<file path="config.mk">
export PLATFORM = sky130hd
export DESIGN_NAME = mmio_uart_tx
export DESIGN_NICKNAME = d
export VERILOG_FILES = /design/src/rtl/mmio_uart_tx.sv
export SDC_FILE = /design/constraint.sdc
export NUM_CORES = 1
export LEC_CHECK = 0
export BUFFER_PORTS_ARGS = -buffer_cell sky130_fd_sc_hd__clkbuf_2
export CORE_UTILIZATION = 43
export CTS_BUF_LIST = sky130_fd_sc_hd__clkbuf_4 sky130_fd_sc_hd__clkbuf_8
export DETAILED_ROUTE_END_ITERATION = 10
export PLACE_DENSITY = 0.68
export SLEW_MARGIN = 10
export SYNTH_ARGS = -nofsm -noshare
export SYNTH_HDL_FRONTEND = slang
export SYNTH_SLANG_ARGS = --single-unit
</file>
<file path="constraint.sdc">
create_clock -name Clk -period 3.2 [get_ports Clk]
set_input_delay 0.96 -clock Clk [delete_from_list [all_inputs] [get_ports Clk]]
set_output_delay 0.96 -clock Clk [all_outputs]
set_load 0.005 [all_outputs]
</file>
<file path="src/rtl/mmio_uart_tx.sv">
// Memory-mapped UART transmitter: bus stores feed a small TX FIFO that is sent as 8N1, LSB first.
// Define UART_TX_PARITY_EN to add an even-parity bit between the data bits and the stop bit.
//
//   state    | meaning
//   ---------+--------------------------------------------------------
//   S_IDLE   | line high; pops the FIFO head into the shifter when data waits
//   S_START  | start bit (low) for BAUD_DIV cycles
//   S_DATA   | eight data bits, LSB first, BAUD_DIV cycles each
//   S_PARITY | even parity of the data byte (UART_TX_PARITY_EN only)
//   S_STOP   | stop bit (high) for BAUD_DIV cycles
module mmio_uart_tx #(
  parameter logic [31:0] BASE_ADDR  = 32'h0000_0400,
  parameter int          BAUD_DIV   = 434,
  parameter int          FIFO_DEPTH = 4
) (
  input  logic        Clk,
  input  logic        Reset,
  input  logic        MemWrite,
  input  logic [31:0] DataAdr,
  input  logic [31:0] WriteData,
  output logic [31:0] ReadData,
  output logic        Tx,
  output logic        Busy
);

  localparam int              PTR_W       = $clog2(FIFO_DEPTH);
  localparam logic [31:0]     STATUS_ADDR = BASE_ADDR + 32'd4;
  localparam logic [15:0]     BAUD_LAST   = 16'(BAUD_DIV - 1);
  localparam logic [PTR_W:0]  CNT_FULL    = (PTR_W + 1)'(FIFO_DEPTH);
  localparam logic [PTR_W:0]  CNT_ONE     = (PTR_W + 1)'(1);
  localparam logic [PTR_W-1:0] PTR_ONE    = PTR_W'(1);

  typedef enum logic [2:0] {
    S_IDLE,
    S_START,
    S_DATA,
`ifdef UART_TX_PARITY_EN
    S_PARITY,
`endif
    S_STOP
  } state_t;

  state_t           state, next_state;
  logic [7:0]       mem [FIFO_DEPTH];
  logic [PTR_W-1:0] wr_ptr, rd_ptr;
  logic [PTR_W:0]   count;
  logic             full, empty, push_req, clr_req, push, pop, overflow;
  logic [15:0]      baud_cnt;
  logic             baud_done;
  logic [2:0]       bit_idx;
  logic [7:0]       shift;
  logic             tx_bit, busy_fsm;
  logic             unused_wdata;
`ifdef UART_TX_PARITY_EN
  logic             parity;
`endif

  assign unused_wdata = ^WriteData[31:8];

  assign full      = (count == CNT_FULL);
  assign empty     = (count == '0);
  assign push_req  = MemWrite && (DataAdr == BASE_ADDR);
  assign clr_req   = MemWrite && (DataAdr == STATUS_ADDR);
  assign push      = push_req && !full;
  assign pop       = (state == S_IDLE) && !empty;
  assign baud_done = (baud_cnt == BAUD_LAST);
  assign busy_fsm  = (state != S_IDLE);

  always_ff @(posedge Clk) begin
    if (Reset) begin
      wr_ptr   <= '0;
      rd_ptr   <= '0;
      count    <= '0;
      overflow <= 1'b0;
    end else begin
      if (push) begin
        mem[wr_ptr] <= WriteData[7:0];
        wr_ptr      <= wr_ptr + PTR_ONE;
      end
      if (pop)
        rd_ptr <= rd_ptr + PTR_ONE;
      case ({push, pop})
        2'b10:   count <= count + CNT_ONE;
        2'b01:   count <= count - CNT_ONE;
        default: count <= count;
      endcase
      // full is the pre-pop value, so a store racing a pop still overflows
      if (push_req && full)
        overflow <= 1'b1;
      else if (clr_req)
        overflow <= 1'b0;
    end
  end

  always_ff @(posedge Clk) begin
    if (Reset) begin
      state    <= S_IDLE;
      baud_cnt <= '0;
      bit_idx  <= '0;
      shift    <= '0;
`ifdef UART_TX_PARITY_EN
      parity   <= 1'b0;
`endif
    end else begin
      state    <= next_state;
      baud_cnt <= (state == S_IDLE || baud_done) ? 16'd0 : baud_cnt + 16'd1;
      if (pop) begin
        shift   <= mem[rd_ptr];
        bit_idx <= '0;
`ifdef UART_TX_PARITY_EN
        parity  <= ^mem[rd_ptr];
`endif
      end else if (state == S_DATA && baud_done) begin
        shift   <= {1'b0, shift[7:1]};
        bit_idx <= bit_idx + 3'd1;
      end
    end
  end

  always_comb begin
    next_state = state;
    tx_bit     = 1'b1;
    case (state)
      S_IDLE: begin
        if (!empty) next_state = S_START;
      end
      S_START: begin
        tx_bit = 1'b0;
        if (baud_done) next_state = S_DATA;
      end
      S_DATA: begin
        tx_bit = shift[0];
`ifdef UART_TX_PARITY_EN
        if (baud_done && bit_idx == 3'd7) next_state = S_PARITY;
`else
        if (baud_done && bit_idx == 3'd7) next_state = S_STOP;
`endif
      end
`ifdef UART_TX_PARITY_EN
      S_PARITY: begin
        tx_bit = parity;
        if (baud_done) next_state = S_STOP;
      end
`endif
      S_STOP: begin
        if (baud_done) next_state = S_IDLE;
      end
      default: next_state = S_IDLE;
    endcase
  end

  assign Tx       = tx_bit;
  assign Busy     = busy_fsm | !empty;
  assign ReadData = (DataAdr == STATUS_ADDR) ? {28'b0, overflow, empty, full, busy_fsm} : 32'h0;

endmodule
</file>
==> out/summary.txt <==
Post-synthesis sequential area ratio = 0.507
Total Routing Usage GR = 0.157
DR iter-0 viols = 112
Yosys reg bits = 71
Post-Synthesis Cell Area = 3430 µm²
Period utilisation layout = 0.940
Slew Limit Fails = 0
Static leakage = 1.43 nW
Compound-Gate Fraction of Synth Area = 0.0616
Post-Synth Simple-Gate Area = 0.165
Top post-synthesis cells by area = edfxtp_1 (28%), dfxtp_1 (23%), buf_4 (6.1%)
Crit path DAT = 2.05 ns
Worst hold path type = register to register
Remaining global-route overflow = 0
Clock share of power = 0.451
Peak VDD IR = 293 µV
Die Area = 8350 µm²
Clk pin slew, worst setup/hold paths = 0.08 ns
R2R cell count = 11
Per-cell routed wire length = 12.8 µm
FF-to-FF End = count[2]$_SDFFE_PP0P_
M1 wire length = 2.67 mm
DRC Markers = 0
Synth top area share = 0.280
Post-CTS sizing = 0
EDFF count, synth = 32
Die X-Extent = 91.4 µm
Final TNS setup = 0 ns
First-pass GRT wire length = 10.1 mm
Most frequent cells in the layout = clkbuf_2 (48), nor2_1 (41), dfxtp_1 (39)
H-Tree Depth = 3
Maximum fanout along the worst path = 3
Psw = 0.000402 W
Share of cells above drive strength 1 = 0.232
Crit path time final = 3.01 ns
Final setup vio count = 0
Post-CTS Setup Bufs = 0
Ports = 101
# rows = 32
GP Congestion = 0.724
Mean Syn Cell Area = 11.0 µm²
Unrepaired setup endpoints after global routing = false
Antenna viol nets, final = 0
Post-DP HPWL = 4.28 mm
Status = finished, final reports clean
CP Launch Type = primary input
# clock sinks = 71
Register share of total power = 0.495
Final worst slack = 0.191 ns
Synth area leader = edfxtp_1
Rel. slew slack = 0.622
Final Net Count = 446
Top sig layer = met4
Setup crit end kind = output pin
CP startpoint = DataAdr[13]
Async SR Flop Fraction = 0
Cell internal pwr = 0.00153 W
Gate Count Post-Synth = 312
Switching share of power = 0.208
Area growth syn-to-layout = 14.4%
Largest net degree at the start of global routing = 30
Largest family of logic cells by synthesized area = simple AND/OR/NAND/NOR gates
Clock root cell = clkbuf_8
Number of buffers created by CTS = 9
DR pass1 iterations = 6
Placed Cells = 456
Met2 WL = 3.12 mm
Number of global-route vias before repair = 2247
CTS tree = yes
Power Density = 491 nW/µm²
Post-Synth Adder-Cell Area = 0.0532
Core Footprint = 7730 µm²
Yosys warnings = 0
DP Worst Slack = 0.171 ns
Post-synth top flop = dfxtp_1
Port buffer count = 48
Post-synthesis mux area share = 0.0649
Hold Fails Final Rpt = 0
Critical Path End = ReadData[2]
CTS Hold Bufs = 0
Crit Path Class = primary input to output pin
Fillers = 701
Die Height = 91.4 µm
Commonest non-fill, non-tap cell in the layout = clkbuf_2
Diode count = 0
Vias = 2324
Clk buf depth = 2
Synth unique cells = 38
Slew of the pin with the lowest slew margin = 0.559 ns
F_max = 332 MHz
FF+latch area = 1740 µm²
Worst-skew pair later-pin latency = 0.34 ns
Area of the multi-input gates = 1450 µm²
Clock skew = 0.0107 ns
Critical Path RT = 2.24 ns
Initial antenna violation count = 0
RR Startpoint = state[0]$_SDFFE_PP0P_
Metal3 WL = 208 µm
Post-Layout Cell Count = 472
Starting density of the core = 0.444
Xor/xnor share of the synthesized area = 0.0459
Logic pwr share = 0.055
R2r setup slk = 0.74 ns
Drt total wl = 6.06 mm
Vias per cell = 4.92
Max-Cap Viols = 0
## logic make-up after synthesis
kind of cell / count (synthesis)
compound gates: 31
xor+xnor: 18
fa+ha+maj: 14
buf+inv: 57
flops: 71
mux: 12
other cells: 1
simple gates: 108
## critical path, cell delays in order
cell and delay [ns]:
clkbuf_2 0.08, nor4_1 0.26, and4_1 0.27, nand3_1 0.13, nor4_1 0.20, clkbuf_2 0.16
## how the worst min path moves through the flow
stage,start,cells after the start,slack (ns),to
after floorplan,overflow$_SDFFE_PP0P_,2,0.43,overflow$_SDFFE_PP0P_
after global placement,overflow$_SDFFE_PP0P_,2,0.45,overflow$_SDFFE_PP0P_
after detailed placement,overflow$_SDFFE_PP0P_,2,0.45,overflow$_SDFFE_PP0P_
after CTS,overflow$_SDFFE_PP0P_,2,0.46,overflow$_SDFFE_PP0P_
after global routing,overflow$_SDFFE_PP0P_,2,0.49,overflow$_SDFFE_PP0P_
final,overflow$_SDFFE_PP0P_,2,0.46,overflow$_SDFFE_PP0P_
## routing by layer
| layer | track usage | up-vias |
|---|---|---|
| li1 | - | 1171 |
| met1 | 0.177 | 1094 |
| met2 | 0.283 | 51 |
| met3 | 0.0528 | 8 |
| met4 | 0.0397 | 0 |
| met5 | 0 | - |
## state kept, by name, indices dropped and copies added (netlist names), named ones only
register and flops:
mem 32, baud_cnt 16, shift 8, bit_idx 3, count 3, rd_ptr 2
state 2, wr_ptr 2, overflow 1
## power groups by stage
stage	Clock [W]	Combinational [W]	Sequential, W
5_1_grt	0.000925	0.000119	0.000954
6_report	0.000870	0.000105	0.000954
4_1_cts	0.000891	0.000107	0.000954
3_3_place_gp	0	0.000103	0.000974
2_1_floorplan	0	0.0000892	0.000974
3_5_place_dp	0	0.000106	0.000975
## metrics by stage
| step | hold WS (ns) | total power (W) | area, µm² | util |
|---|---|---|---|---|
| global route | 0.494 | 0.00200 | 3930 | 0.508 |
| detailed placement | 0.452 | 0.00108 | 3680 | 0.476 |
| global placement | 0.448 | 0.00108 | 3680 | 0.476 |
| CTS | 0.464 | 0.00195 | 3930 | 0.508 |
| finish | 0.462 | 0.00193 | 3930 | 0.508 |
| floorplan | 0.428 | 0.00106 | 3530 | - |
## cell type report
cell class / count / area share
clock buffer: 10 / 0.0335
inverter: 15 / 0.0143
timing repair buffer: 57 / 0.0784
multi-input combinational: 211 / 0.368
tap: 102 / 0.0325
clock inverter: 6 / 0.0296
sequential: 71 / 0.444
## synthesized netlist by cell type (2+ instances only)
master and count:
nor2_1 41, dfxtp_1 39, edfxtp_1 32, buf_4 28
inv_1 15, nand3_1 15, xnor2_1 14, ha_1 13
nor4_1 13, o21ai_0 11, clkbuf_1 9, a21oi_1 8
mux4_2 8, a311oi_1 7, nand2_1 6, nor3_1 6
nor3b_1 6, nand2b_1 5, nand4_1 5, and4_1 4
xor2_1 4, or3_1 3, buf_2 2, buf_6 2
mux2i_1 2, nor4b_1 2
Note: power is estimated with default switching activity, not from simulation.
